File: config.mk
export PLATFORM = sky130hd
export DESIGN_NAME = bitwise_accum
export DESIGN_NICKNAME = d
export VERILOG_FILES = /design/src/rtl/bitwise_accum.sv
export SDC_FILE = /design/constraint.sdc
export NUM_CORES = 1
export LEC_CHECK = 0
export CORE_UTILIZATION = 30
export CTS_BUF_LIST = sky130_fd_sc_hd__clkbuf_4 sky130_fd_sc_hd__clkbuf_8
export DETAILED_ROUTE_END_ITERATION = 6
export GPL_TIMING_DRIVEN = 0
export REMOVE_ABC_BUFFERS = 1
export SLEW_MARGIN = 10
export SYNTH_ARGS = -nofsm -noshare
export SYNTH_HDL_FRONTEND = slang
export SYNTH_SLANG_ARGS = --single-unit
export TNS_END_PERCENT = 5
File: constraint.sdc
create_clock -name clk -period 3.3 [get_ports clk]
set_input_delay 0.495 -clock clk [delete_from_list [all_inputs] [get_ports clk]]
set_output_delay 0.495 -clock clk [all_outputs]
set_load 0.01 [all_outputs]
File: src/rtl/bitwise_accum.sv
// bitwise_accum: streaming bitwise reducer.
// Folds a frame of WIDTH-bit operands with AND/OR/XOR/NAND and returns one
// result word per frame. A frame ends on in_last or after MAX_LEN beats.
// Ports:
//   clk, rst              clock, asynchronous active-high reset
//   op                    fold op (00 AND, 01 OR, 10 XOR, 11 NAND), taken on first beat
//   in_valid/in_ready     operand handshake; in_data operand, in_last final beat
//   out_valid/out_ready   result handshake
//   out_data              folded result (inverted for NAND)
//   out_count             beats folded into out_data
//   out_trunc             frame closed by MAX_LEN rather than in_last
module bitwise_accum #(
  parameter int unsigned WIDTH   = 16,
  parameter int unsigned MAX_LEN = 8,
  localparam int unsigned CW     = $clog2(MAX_LEN + 1)
) (
  input  logic             clk,
  input  logic             rst,
  input  logic [1:0]       op,
  input  logic             in_valid,
  output logic             in_ready,
  input  logic [WIDTH-1:0] in_data,
  input  logic             in_last,
  output logic             out_valid,
  input  logic             out_ready,
  output logic [WIDTH-1:0] out_data,
  output logic [CW-1:0]    out_count,
  output logic             out_trunc
);

  localparam logic [1:0] OP_AND  = 2'b00;
  localparam logic [1:0] OP_OR   = 2'b01;
  localparam logic [1:0] OP_XOR  = 2'b10;
  localparam logic [1:0] OP_NAND = 2'b11;

  typedef enum logic [1:0] {
    IDLE  = 2'b00,
    ACCUM = 2'b01,
    DONE  = 2'b10
  } state_t;

  state_t           state, state_n;
  logic [WIDTH-1:0] acc, acc_n;
  logic [CW-1:0]    count, count_n;
  logic [1:0]       op_q, op_n;
  logic [WIDTH-1:0] data_n;
  logic [CW-1:0]    cnt_n;
  logic             trunc_n;
  logic             valid_n;
  logic             ready_n;
  logic [WIDTH-1:0] fold;
  logic [CW-1:0]    count_inc;

  // Fold of the running accumulator with the incoming beat; NAND folds as AND
  always_comb begin
    fold = acc & in_data;
    case (op_q)
      OP_AND:  fold = acc & in_data;
      OP_OR:   fold = acc | in_data;
      OP_XOR:  fold = acc ^ in_data;
      OP_NAND: fold = acc & in_data;
      default: fold = acc & in_data;
    endcase
  end

  assign count_inc = count + CW'(1);

  // Next-state and output decode
  always_comb begin
    state_n = state;
    acc_n   = acc;
    count_n = count;
    op_n    = op_q;
    data_n  = out_data;
    cnt_n   = out_count;
    trunc_n = out_trunc;

    case (state)
      IDLE: begin
        if (in_valid) begin
          acc_n   = in_data;
          count_n = CW'(1);
          op_n    = op;
          if (in_last) begin
            state_n = DONE;
            data_n  = (op == OP_NAND) ? ~in_data : in_data;
            cnt_n   = CW'(1);
            trunc_n = 1'b0;
          end else begin
            state_n = ACCUM;
          end
        end
      end
      ACCUM: begin
        if (in_valid) begin
          acc_n   = fold;
          count_n = count_inc;
          // Close on in_last, or force-close when the frame hits MAX_LEN
          if (in_last || (count_inc == CW'(MAX_LEN))) begin
            state_n = DONE;
            data_n  = (op_q == OP_NAND) ? ~fold : fold;
            cnt_n   = count_inc;
            trunc_n = ~in_last;
          end
        end
      end
      DONE: begin
        if (out_ready) begin
          state_n = IDLE;
          trunc_n = 1'b0;
        end
      end
      default: state_n = IDLE;
    endcase

    // Handshake flags are pure decodes of the next state, so they register cleanly
    valid_n = (state_n == DONE);
    ready_n = (state_n != DONE);
  end

  // State and output registers
  always_ff @(posedge clk or posedge rst) begin
    if (rst) begin
      state     <= IDLE;
      acc       <= '0;
      count     <= '0;
      op_q      <= OP_AND;
      out_data  <= '0;
      out_count <= '0;
      out_trunc <= 1'b0;
      out_valid <= 1'b0;
      in_ready  <= 1'b1;
    end else begin
      state     <= state_n;
      acc       <= acc_n;
      count     <= count_n;
      op_q      <= op_n;
      out_data  <= data_n;
      out_count <= cnt_n;
      out_trunc <= trunc_n;
      out_valid <= valid_n;
      in_ready  <= ready_n;
    end
  end

endmodule

Word-level counts from Yosys, hierarchy flattened
Cells that the tools add are included.
W data, S select, Z words.
{ "word_totals": {"ff_bits": 47, "input_bits": 23, "output_inout_bits": 23, "wordCells": 71} }
{ "op_classes": {"n_addsub": 1, "eq_ne": 14, "n_mux": 31, "bitwise": 6, "n_reduce_logical": 10} }
{ "op_table": {"columns": ["operator", "count"], "rows": [
  ["$mux W16", 8],
  ["$pmux W16 S2", 2],
  ["$pmux W16 S3", 1],
  ["$not A16 Y16", 2],
  ["$mux W4", 6],
  ["$and A16 B16 Y16", 1],
  ["$or A16 B16 Y16", 1],
  ["$pmux W4 S2", 2],
  ["$xor A16 B16 Y16", 1],
  ["$ne A2 B2 Y1 const B", 6],
  ["$eq A2 B2 Y1 const B", 5],
  ["$mux W2", 5],
  ["$pmux W2 S3", 1],
  ["$reduce_and A6 Y1", 1],
  ["$mux W1", 5],
  ["$reduce_and A5 Y1", 1],
  ["$add A4 B1 Y4 const B", 1],
  ["$eq A2 B1 Y1 const B", 2],
  ["$eq A4 B4 Y1 const B", 1],
  ["$logic_not A2 Y1", 2],
  ["$pmux W1 S3", 1],
  ["$reduce_and A3 Y1", 1],
  ["$reduce_bool A3 Y1", 1],
  ["$reduce_and A2 Y1", 1],
  ["other kinds (4)", 4]
]} }

Logic depth before layout (Yosys ltp)
Gate-level depths: netlist of run 1.
{ "depth": {"word_depth": 8, "mapped_depth": 8, "depth_no_buf": 6} }

Least setup slack after synthesis of run 1
Ideal clock, no wire load.
{ "synth_timing": {"kind": "reg-to-reg", "start": "register op_q[0]", "end": "register out_data[2]", "setup_ns": 0.125, "t_arrival_ns": 1.764, "required_time_ns": 3.175, "slack_ns": 1.412, "path_stages_with_launch": 9, "path_buffers": 2, "synth_period_minus_slack_ns": 1.888, "path_cell_list": "dfrtp_1 > inv_1 > ha_1 > buf_2 > buf_6 > a221oi_1 > or3_1 > a31oi_1 > mux2_2"} }
{ "synth_between": {"elab_chain_len": 8, "word_cells_on_any_way": 11, "cone_classes": "3 x eq/ne; 5 x mux; 1 x bitwise; 2 x reduce/logical"} }
{ "synth_rtl": {"columns": ["element", "line", "text"], "rows": [
  ["start, declared", "45", "logic [1:0] op_q, op_n;"],
  ["start signal, assigned", "137", "op_q <= op_n;"],
  ["$eq A2 B2 Y1 or $logic_not A2 Y1 (tied branches)", "57, 101", null],
  ["$reduce_or A2 Y1 (no source line)", null, null],
  ["$pmux W16 S3", "57", "case (op_q)"],
  ["$not A16 Y16", "101", "data_n = (op_q == OP_NAND) ? ~fold : fold;"],
  ["$mux W16 (*)", "101", null],
  ["$mux W16 (*)", "99", "if (in_last || (count_inc == CW'(MAX_LEN))) begin"],
  ["$mux W16 (*)", "95", "if (in_valid) begin"],
  ["$pmux W16 S2 (*)", "78", "case (state)"],
  ["end signal, assigned", "138", "out_data <= data_n;"],
  ["end, declared", "26", "output logic [WIDTH-1:0] out_data,"]
]} }
Every way passes the cells marked *; elsewhere a longest branch is shown, timed or not. The select of a mux whose other input is x is not followed.
A chain may end at the register's enable or synchronous reset.

Final worst setup path of run 1
{ "layout_timing": {"start": "input in_valid", "end": "register out_data[2]"} }
{ "layout_between": {"elab_chain_len": 2, "word_cells_on_any_way": 3, "cone_classes": "2 x eq/ne; 1 x reduce/logical"} }
{ "layout_rtl": {"columns": ["element", "line", "text"], "rows": [
  ["start, declared", "20", "input logic in_valid,"],
  ["$ne A2 B2 Y1 (no source line)", null, null],
  ["$reduce_and A5 Y1 (no source line) (*)", null, null]
]} }
Every way passes the cells marked *; elsewhere a longest branch is shown, timed or not.

==> flow_metrics.py, run 1 <==
metrics = {
    "outcome": {
        "status": "finished with violations",
        "violations": "design-rule violations",
    },
    "timing": {
        "finClkSkew_ns": 0.0117,
        "setup_viol": 0,
        "finalCriticalPeriod_ns": 2.68,
        "period_share_pct": 81.1,
        "rsz0062_at_grt": "false",
        "worstMarginPinSlew_ns": 1.16,
        "relSlewSlack_pct": 22.5,
        "hold_violations": 0,
        "clock.fmax_mhz": 374,
        "holdWs_ns": 0.496,
        "slew_viol_final": 0,
    },
    "cells_and_area": {
        "final_util_pct": 36.1,
        "multi_input_area_um2": 2110,
        "design_area_um2": 4160,
        "stdcell_count": 565,
        "nNetsFinal": 481,
        "antenna_cells": 0,
        "area_growth_pct": 16.1,
        "drive_gt1_share_pct": 9.00,
        "fill_cells": 1181,
        "seqCellArea_um2": 1180,
    },
    "flow_run": {
        "cap_violations": 0,
    },
    "synthesis": {
        "synthCells": 402,
        "yosysSeqAreaShare_pct": 32.9,
        "syn_area_um2": 3580,
        "synthXorXnorAreaFrac_pct": 0.244,
        "synth_compound_area_share_pct": 24.1,
        "synth_area_leaders": "dfrtp_1 32%, ha_1 13%, o21ai_0 6.4%, mux2_4 4.2%, inv_1 4.0%",
        "syn_area_per_cell_um2": 8.91,
        "yosys_register_bits": 47,
        "synth_top_area_cell": "dfrtp_1",
        "yosys.area_share.simple_pct": 14.0,
        "synth_top_family_by_area": "compound AO/OA/AOI/OAI gates",
        "muxShareOfSynthArea_pct": 7.58,
        "synth.distinct_cells": 37,
        "synth_top_area_share_pct": 32.1,
        "yosysWarnings": 0,
        "synthAdderAreaFrac_pct": 12.6,
    },
    "placed_design": {
        "place_area_um2": 4080,
        "dp_hpwl_mm": 5.50,
        "post-place-cells": 558,
        "port_buffers": 45,
        "gp_congestion": 0.691,
    },
    "die": {
        "start_util_pct": 31.1,
        "floorplan.die_area_um2": 12400,
        "coreArea_um2": 11500,
        "row_count": 39,
        "die_height_um": 111,
        "die_w_um": 111,
        "io_pins": 46,
    },
    "clock_network": {
        "clk_pin_slew_ns": 0.09,
        "cts_root_buffer": "clkbuf_8",
        "worstSkewPairLatency_ns": 0.31,
        "tritoncts": "yes",
        "cts_buffers": 5,
        "cts_max_path_buffers": 2,
        "cts_resized": 0,
        "clkSinkCount": 47,
        "postCtsHoldBufs": 0,
        "htree_levels": 2,
        "cts_setup_buffers": 0,
    },
    "global_routing": {
        "grt_usage_pct": 14.4,
        "grt_pass1_vias": 2915,
        "antenna_found_initial": 0,
        "grt_pass1_wl_mm": 14.3,
        "grt_start_max_net_pins": 42,
        "grt_overflow": 0,
    },
    "min_path": {
        "hold_path_class": "flip-flop to flip-flop",
        "min_path_cells": 1,
        "hp-start": "out_trunc$_DFFE_PP0P_",
        "min_to": "out_trunc$_DFFE_PP0P_",
    },
    "critical_path": {
        "ff2ff_path_depth": 3,
        "r2r_end": "out_data[2]$_DFFE_PP0P_",
        "critPathMaxStageDelay_ns": 0.93,
        "worstPathMaxFanout": 40,
        "startpoint_type": "primary input",
        "cp_top_family": "compound AO/OA/AOI/OAI gates",
        "critPathBufInv": 1,
        "critical-path-slowest-cell": "a21oi_4",
        "reg2reg_from": "state[1]$_DFF_PP0_",
        "crit_chain": "clkdlybuf4s50_1, nand2b_2, a21oi_4, mux2_2",
        "crit_type": "primary input to flip-flop",
        "rrSetupSlack_ns": 0.75,
        "cp.arrival_ns": 2.87,
        "crit_start": "in_valid",
        "endpoint_kind": "flip-flop",
        "required_ns": 3.49,
    },
    "drt": {
        "route.detailed.drc": 12,
        "via_per_inst": 5.28,
        "drt-total-wl_mm": 8.59,
        "drt_iter0_markers": 189,
        "wire_per_inst_um": 15.2,
        "vias": 2985,
        "drt-pass1-iter-count": 7,
        "antenna_left": 0,
    },
    "power": {
        "power.density_nw_per_um2": 521,
        "peakVddDrop_uv": 193,
        "leakage_nw": 1.84,
        "power_mw": 2.17,
    },
}
## layout make-up
class	instances	area share [%]
multi-input combinational	284	50.6
sequential	47	28.3
timing repair buffer	46	11.2
tap	143	4.30
inverter	38	3.43
clock buffer	6	1.98
clock inverter	1	0.120
## worst max-delay path by stage
stage | endpoint | slack (ns) | cells after the start
2_1_floorplan | out_data[3]$_DFFE_PP0P_ | 0.80 | 3
3_3_place_gp | out_data[11]$_DFFE_PP0P_ | -0.41 | 3
3_5_place_dp | out_data[0]$_DFFE_PP0P_ | 0.25 | 4
4_1_cts | out_data[2]$_DFFE_PP0P_ | 0.59 | 4
5_1_grt | out_data[2]$_DFFE_PP0P_ | 0.50 | 4
6_report | out_data[2]$_DFFE_PP0P_ | 0.62 | 4
## cell usage in the layout, fill, tap and decap left out, types with 2 or more instances in the layout
cell	instances
a211oi_1	8
a21o_1	16
a21oi_1	26
a221oi_1	11
a221oi_2	5
a31oi_1	16
and2_1	16
buf_2	2
clkbuf_8	6
clkdlybuf4s50_1	43
dfrtp_1	46
ha_1	36
inv_1	37
mux2_1	4
mux2_2	5
mux2_4	10
mux2i_1	2
nand2_1	16
nand2b_1	5
nand3_1	18
nor2_1	6
nor3_1	8
o21ai_0	46
or2_2	2
or3_1	16
## synth_stat cells
master / instances
a221oi_1: 11
ha_1: 36
o2111ai_2: 1
nand2b_1: 6
a21oi_1: 26
mux2_4: 10
a31oi_1: 16
nor2_1: 6
nand3b_1: 1
xor2_1: 1
buf_1: 3
nor2b_1: 2
mux2_2: 5
a21oi_4: 1
mux2i_1: 2
and2_1: 16
buf_6: 4
dfrtp_1: 46
and3b_1: 1
buf_2: 10
or2_2: 2
dfstp_2: 1
nand3_1: 18
inv_1: 38
nor3_1: 8
a21o_1: 16
or3_1: 16
o21a_1: 1
a221oi_2: 5
clkbuf_1: 16
mux2_1: 4
nand2_1: 16
a211oi_1: 8
o22ai_1: 1
and4b_1: 1
o21ai_0: 46
a21boi_1: 1
## power breakdown
part / leakage, nW / switching (mW) / total, mW / internal, mW
clock: 0.0470 / 0.206 / 0.371 / 0.165
sequential: 0.560 / 0.105 / 0.824 / 0.718
combinational: 1.23 / 0.497 / 0.972 / 0.475
## sequential cells by signal, indices dropped and copies added, names as in the netlist
| signal | count |
|---|---|
| acc | 16 |
| out_data | 16 |
| count | 4 |
| out_count | 4 |
| op_q | 2 |
| state | 2 |
| in_ready | 1 |
| out_trunc | 1 |
| out_valid | 1 |
## stage by stage
step	worst slack (ns)	TNS, ns
CTS	0.594	0
global route	0.504	0
finish	0.624	0
global placement	-0.414	-6.46
floorplan	0.795	0
detailed placement	0.253	0
## per-layer routing
metal	GRT usage, %	up-vias	part of all wire (%)
met3	3.39	11	5.0
met4	4.77	0	1.3
met5	0	-	0
met1	17.4	1454	45
li1	-	1471	-
met2	24.9	49	49
## kinds of logic after synthesis
group	count (synthesis)
buf+inv	71
compound gates	133
xor+xnor	1
simple gates	93
mux	21
flops	47
fa+ha+maj	36
Power figures use the tool's default switching activity.
==> inputs of run 2 (changes only) <==
clock period = 2.2 ns   (was 3.3 ns; I/O delays follow)
==> flow_metrics.py, run 2 (synthesis gave the netlist of run 1 again) <==
metrics = {
    "clock_network": {
        "cts_root_buffer": "clkbuf_8",
        "htree_levels": 2,
        "clk_pin_slew_ns": 0.10,
        "clkSinkCount": 47,
        "cts_max_path_buffers": 2,
        "cts_buffers": 5,
        "tritoncts": "yes",
        "worstSkewPairLatency_ns": 0.31,
    },
    "cells_and_area": {
        "antenna_cells": 0,
        "mostFrequentLayoutCells": "46 x o21ai_0, 45 x dfrtp_1, 43 x clkdlybuf4s50_1, 37 x inv_1, 34 x ha_1",
        "fill_cells": 1180,
        "area_growth_pct": 17.8,
        "final_util_pct": 36.7,
        "layout_commonest_cell": "o21ai_0",
        "drive_gt1_share_pct": 10.4,
        "reg.largest.list": "acc: 16 flops, out_data: 16 flops",
        "nNetsFinal": 484,
    },
    "global_routing": {
        "grt_pass1_wl_mm": 14.9,
        "antenna_found_initial": 0,
        "grt_pass1_vias": 2963,
        "grt_overflow": 0,
        "grt_start_max_net_pins": 42,
        "grt_usage_pct": 15.0,
    },
    "timing": {
        "slew_viol_final": 0,
        "rsz0062_at_grt": "true",
        "finalCriticalPeriod_ns": 2.17,
        "hold_violations": 0,
        "worstMarginPinSlew_ns": 0.937,
        "tns_ns": 0,
        "period_share_pct": 98.7,
        "finClkSkew_ns": 0.0114,
        "relSlewSlack_pct": 37.5,
        "setup_viol": 0,
        "clock.fmax_mhz": 460,
    },
    "critical_path": {
        "required_ns": 2.46,
        "endpoint_kind": "flip-flop",
        "cp-endpoint": "out_data[11]$_DFFE_PP0P_",
        "crit_start": "op_q[0]$_DFFE_PP0P_",
        "worstPathMaxFanout": 16,
        "crit_type": "flip-flop to flip-flop",
        "r2r_end": "out_data[11]$_DFFE_PP0P_",
        "reg2reg_from": "op_q[0]$_DFFE_PP0P_",
        "rrSetupSlack_ns": 0.03,
        "ff2ff_path_depth": 6,
        "cp.arrival_ns": 2.43,
        "startpoint_type": "flip-flop",
    },
    "die": {
        "floorplan.die_area_um2": 12400,
        "coreArea_um2": 11500,
        "io_pins": 46,
        "die_height_um": 111,
        "die_w_um": 111,
        "row_count": 39,
        "start_util_pct": 31.1,
    },
    "drt": {
        "vias": 3038,
        "wire_per_inst_um": 15.8,
        "via_per_inst": 5.35,
        "antenna_left": 0,
        "wl_met1_mm": 3.99,
        "wl_met2_mm": 4.47,
        "drt-pass1-iter-count": 7,
        "route.detailed.drc": 12,
        "drt-total-wl_mm": 8.99,
        "wl_met3_um": 400,
        "drt_iter0_markers": 154,
        "top_layer": "met4",
    },
    "outcome": {
        "violations": "design-rule violations",
        "status": "finished with violations",
    },
    "power": {
        "power.density_nw_per_um2": 778,
        "leakage_nw": 1.86,
        "peakVddDrop_uv": 290,
    },
    "placed_design": {
        "gp_congestion": 0.691,
        "port_buffers": 45,
        "dp_hpwl_mm": 5.50,
    },
    "min_path": {
        "hold_path_class": "primary input to async pin",
    },
    "flow_run": {
        "cap_violations": 0,
    },
}
run 2: cell types whose count changed in the layout (fill, tap and decap cells not counted), sizes merged:
cell / previous run / this run
nor2b: 2 / 3
a21oi: 27 / 28
buf: 3 / 4
run 2: worst min-delay path by stage:
stage,cells after the start,slack (ns),from,endpoint
2_1_floorplan,2,0.45,op[0],op_q[0]$_DFFE_PP0P_
6_report,2,0.42,rst,out_valid$_DFF_PP0_
4_1_cts,2,0.44,rst,out_data[10]$_DFFE_PP0P_
5_1_grt,2,0.48,rst,out_data[9]$_DFFE_PP0P_
3_5_place_dp,1,0.48,out_trunc$_DFFE_PP0P_,out_trunc$_DFFE_PP0P_
3_3_place_gp,1,0.48,out_data[4]$_DFFE_PP0P_,out_data[4]$_DFFE_PP0P_
run 2: area by class of cell:
class	instances	area (µm²)	share of cell area [%]
Multi-Input combinational cell	286	2150	50.8
Sequential cell	47	1180	27.9
Timing Repair Buffer	47	488	11.6
Tap cell	143	179	4.24
Inverter	38	143	3.38
Clock buffer	6	82.6	1.96
Clock inverter	1	5.00	0.119
run 2: repair_timing:
action                     CTS  global route
hold buffers                 0             0
hold endpoints to repair     0             0
buffers inserted             1             0
pin swaps                    0             0
resized for setup            7             1
setup endpoints to repair   38             6
cloned                       2             0
run 2: worst max-delay path: stages, from the launching register on:
cell      delay (ns)
dfrtp_1         0.40
inv_1           0.08
ha_2            0.60
a221oi_1        0.20
or3_1           0.35
a31oi_1         0.29
mux2_4          0.20
run 2: power by group:
group	switching (mW)	total, mW	internal (mW)
sequential	0.161	1.24	1.08
clock	0.315	0.562	0.248
combinational	0.756	1.48	0.727
run 2: per-layer routing:
layer	up-vias	track usage [%]
met5	-	0
met4	0	5.77
met3	13	3.39
met2	60	25.9
met1	1490	18.1
li1	1475	-
run 2: through the flow:
step | area, µm² | setup slack, ns | cells | hold slack, ns | total power [mW]
2_1_floorplan | 3420 | -0.305 | 369 | 0.447 | 2.14
3_3_place_gp | 4050 | -1.51 | 557 | 0.476 | 2.65
3_5_place_dp | 4080 | -0.682 | 558 | 0.479 | 2.72
4_1_cts | 4230 | 0.0755 | 568 | 0.444 | 3.32
5_1_grt | 4220 | -0.0247 | 568 | 0.481 | 3.54
6_report | 4220 | 0.0281 | 568 | 0.421 | 3.28
==> inputs of run 3 (changes only) <==
ABC_AREA = 1   (was unset)
SLEW_MARGIN = unset   (was 10)
==> flow_metrics.py, run 3 <==
metrics = {
    "cells_and_area": {
        "nNetsFinal": 587,
        "seqCellArea_um2": 1180,
        "reg.largest.list": "acc: 16 flops, out_data: 16 flops",
        "multi_input_area_um2": 1970,
        "mostFrequentLayoutCells": "163 x nand2_1, 56 x nand3_1, 46 x dfrtp_1, 45 x clkdlybuf4s50_1, 42 x inv_1",
        "fill_cells": 1195,
        "area_growth_pct": 16.8,
        "layout_commonest_cell": "nand2_1",
        "drive_gt1_share_pct": 4.91,
        "antenna_cells": 0,
        "final_util_pct": 35.9,
    },
    "die": {
        "start_util_pct": 30.7,
        "row_count": 39,
        "die_height_um": 110,
        "floorplan.die_area_um2": 12100,
        "coreArea_um2": 11400,
        "die_w_um": 110,
        "io_pins": 46,
    },
    "synthesis": {
        "syn_area_per_cell_um2": 6.99,
        "yosysMostFrequentCell": "nand2_1",
        "synth_top_area_share_pct": 32.9,
        "yosysWarnings": 0,
        "synth.distinct_cells": 26,
        "yosys_register_bits": 47,
        "synth_edf_count": 0,
        "synth_area_leaders": "dfrtp_1 33%, nand2_1 18%, ha_1 13%, nand3_1 8.0%, inv_1 4.6%",
        "synthCells": 500,
        "syn_area_um2": 3490,
        "synth_common_cells": "163 x nand2_1, 56 x nand3_1, 46 x dfrtp_1",
        "yosysSeqAreaShare_pct": 33.7,
        "synthArstFlopShare_pct": 100,
        "ys.flop_type": "dfrtp_1",
        "synth_top_area_cell": "dfrtp_1",
    },
    "critical_path": {
        "crit_type": "flip-flop to flip-flop",
        "startpoint_type": "flip-flop",
        "cp.arrival_ns": 2.15,
        "endpoint_kind": "flip-flop",
        "rrSetupSlack_ns": 0.27,
        "worstPathMaxFanout": 16,
        "required_ns": 2.41,
    },
    "drt": {
        "drt-total-wl_mm": 9.31,
        "antenna_left": 0,
        "drt-pass1-iter-count": 5,
        "route.detailed.drc": 0,
        "vias": 3328,
        "wire_per_inst_um": 13.8,
        "via_per_inst": 4.95,
        "drt_iter0_markers": 248,
    },
    "clock_network": {
        "postCtsHoldBufs": 0,
        "clkSinkCount": 47,
        "htree_levels": 2,
        "worstSkewPairLatency_ns": 0.31,
        "cts_setup_buffers": 0,
        "cts_buffers": 5,
        "clk_pin_slew_ns": 0.10,
        "tritoncts": "yes",
        "cts_root_buffer": "clkbuf_8",
        "cts_max_path_buffers": 2,
    },
    "placed_design": {
        "gp_congestion": 0.799,
        "port_buffers": 45,
        "dp_hpwl_mm": 5.93,
    },
    "power": {
        "power.density_nw_per_um2": 1270,
        "peakVddDrop_uv": 495,
        "leakage_nw": 2.05,
    },
    "timing": {
        "slew_viol_final": 0,
        "rsz0062_at_grt": "false",
        "finClkSkew_ns": 0.0113,
        "holdWs_ns": 0.363,
        "setup_viol": 0,
        "tns_ns": 0,
        "relSlewSlack_pct": 50.4,
        "worstMarginPinSlew_ns": 0.744,
        "period_share_pct": 87.9,
        "clock.fmax_mhz": 517,
        "finalCriticalPeriod_ns": 1.93,
        "hold_violations": 0,
    },
    "global_routing": {
        "grt_pass1_wl_mm": 14.7,
        "grt_overflow": 0,
        "antenna_found_initial": 0,
        "grt_usage_pct": 15.7,
        "grt_start_max_net_pins": 36,
        "grt_pass1_vias": 3107,
    },
    "flow_run": {
        "cap_violations": 0,
    },
    "min_path": {
        "hold_path_class": "primary input to async pin",
    },
    "outcome": {
        "status": "finished clean",
    },
}
run 3: routing by layer:
| metal | global-route usage [%] | part of all wire (%) |
|---|---|---|
| met1 | 19.0 | 44 |
| met2 | 28.7 | 51 |
| met3 | 1.72 | 4.4 |
| met4 | 4.86 | 0.80 |
| met5 | 0 | 0 |
run 3: final timing paths:
path,start,end,depth (start not counted)
max in group asynchronous,rst,acc[2]$_DFFE_PP0P_,3
min in group clk,out_data[11]$_DFFE_PP0P_,out_data[11]$_DFFE_PP0P_,2
min reg2reg,out_data[11]$_DFFE_PP0P_,out_data[11]$_DFFE_PP0P_,2
min,rst,out_count[1]$_DFFE_PP0P_,2
max,op_q[0]$_DFFE_PP0P_,out_data[11]$_DFFE_PP0P_,9
max reg2reg,op_q[0]$_DFFE_PP0P_,out_data[11]$_DFFE_PP0P_,9
run 3: cell type report:
class,instances,area share [%]
Clock buffer,6,1.87
Clock inverter,2,0.306
Inverter,50,4.84
Multi-Input combinational cell,378,48.2
Sequential cell,47,28.8
Tap cell,143,4.38
Timing Repair Buffer,46,11.5
run 3: repair_timing:
| action | in CTS | in global routing |
|---|---|---|
| setup endpoints to repair | 18 | 18 |
| pin swaps | 0 | 0 |
| gates resized for setup | 1 | 3 |
run 3: stage by stage:
step           area, µm²  worst slack [ns]  instances  power, mW
3_5_place_dp        3980           -0.0343        664       4.62
4_1_cts             4070            0.0547        672       5.19
3_3_place_gp        3960            -0.311        663       4.49
5_1_grt             4080            0.0514        672       5.69
2_1_floorplan       3330             0.641        475       3.52
6_report            4080             0.265        672       5.18
run 3: power by group:
part | internal [mW] | switching (mW) | total (mW)
logic | 1.15 | 1.98 | 3.14
clock network | 0.236 | 0.315 | 0.550
registers | 1.24 | 0.247 | 1.49
run 3: cells by family (layout without fill, tap and decap cells):
kind of cell / after synthesis / after routing / synth area share [%]
and+or+nand+nor: 265 / 265 / 31.3
AOI/OAI and AO/OA: 77 / 77 / 11.9
buffers and inverters: 75 / 104 / 10.2
DFF: 47 / 47 / 33.7
adders and majority gates: 36 / 36 / 12.9
run 3: worst max-delay path, cell delays in order (launching register included):
cell,delay [ns]
dfrtp_1,0.39
inv_1,0.07
ha_1,0.72
nand2_1,0.11
nand3_1,0.16
nand3_1,0.09
nand3_1,0.10
nand2_1,0.07
nand2_1,0.07
nand2_1,0.04
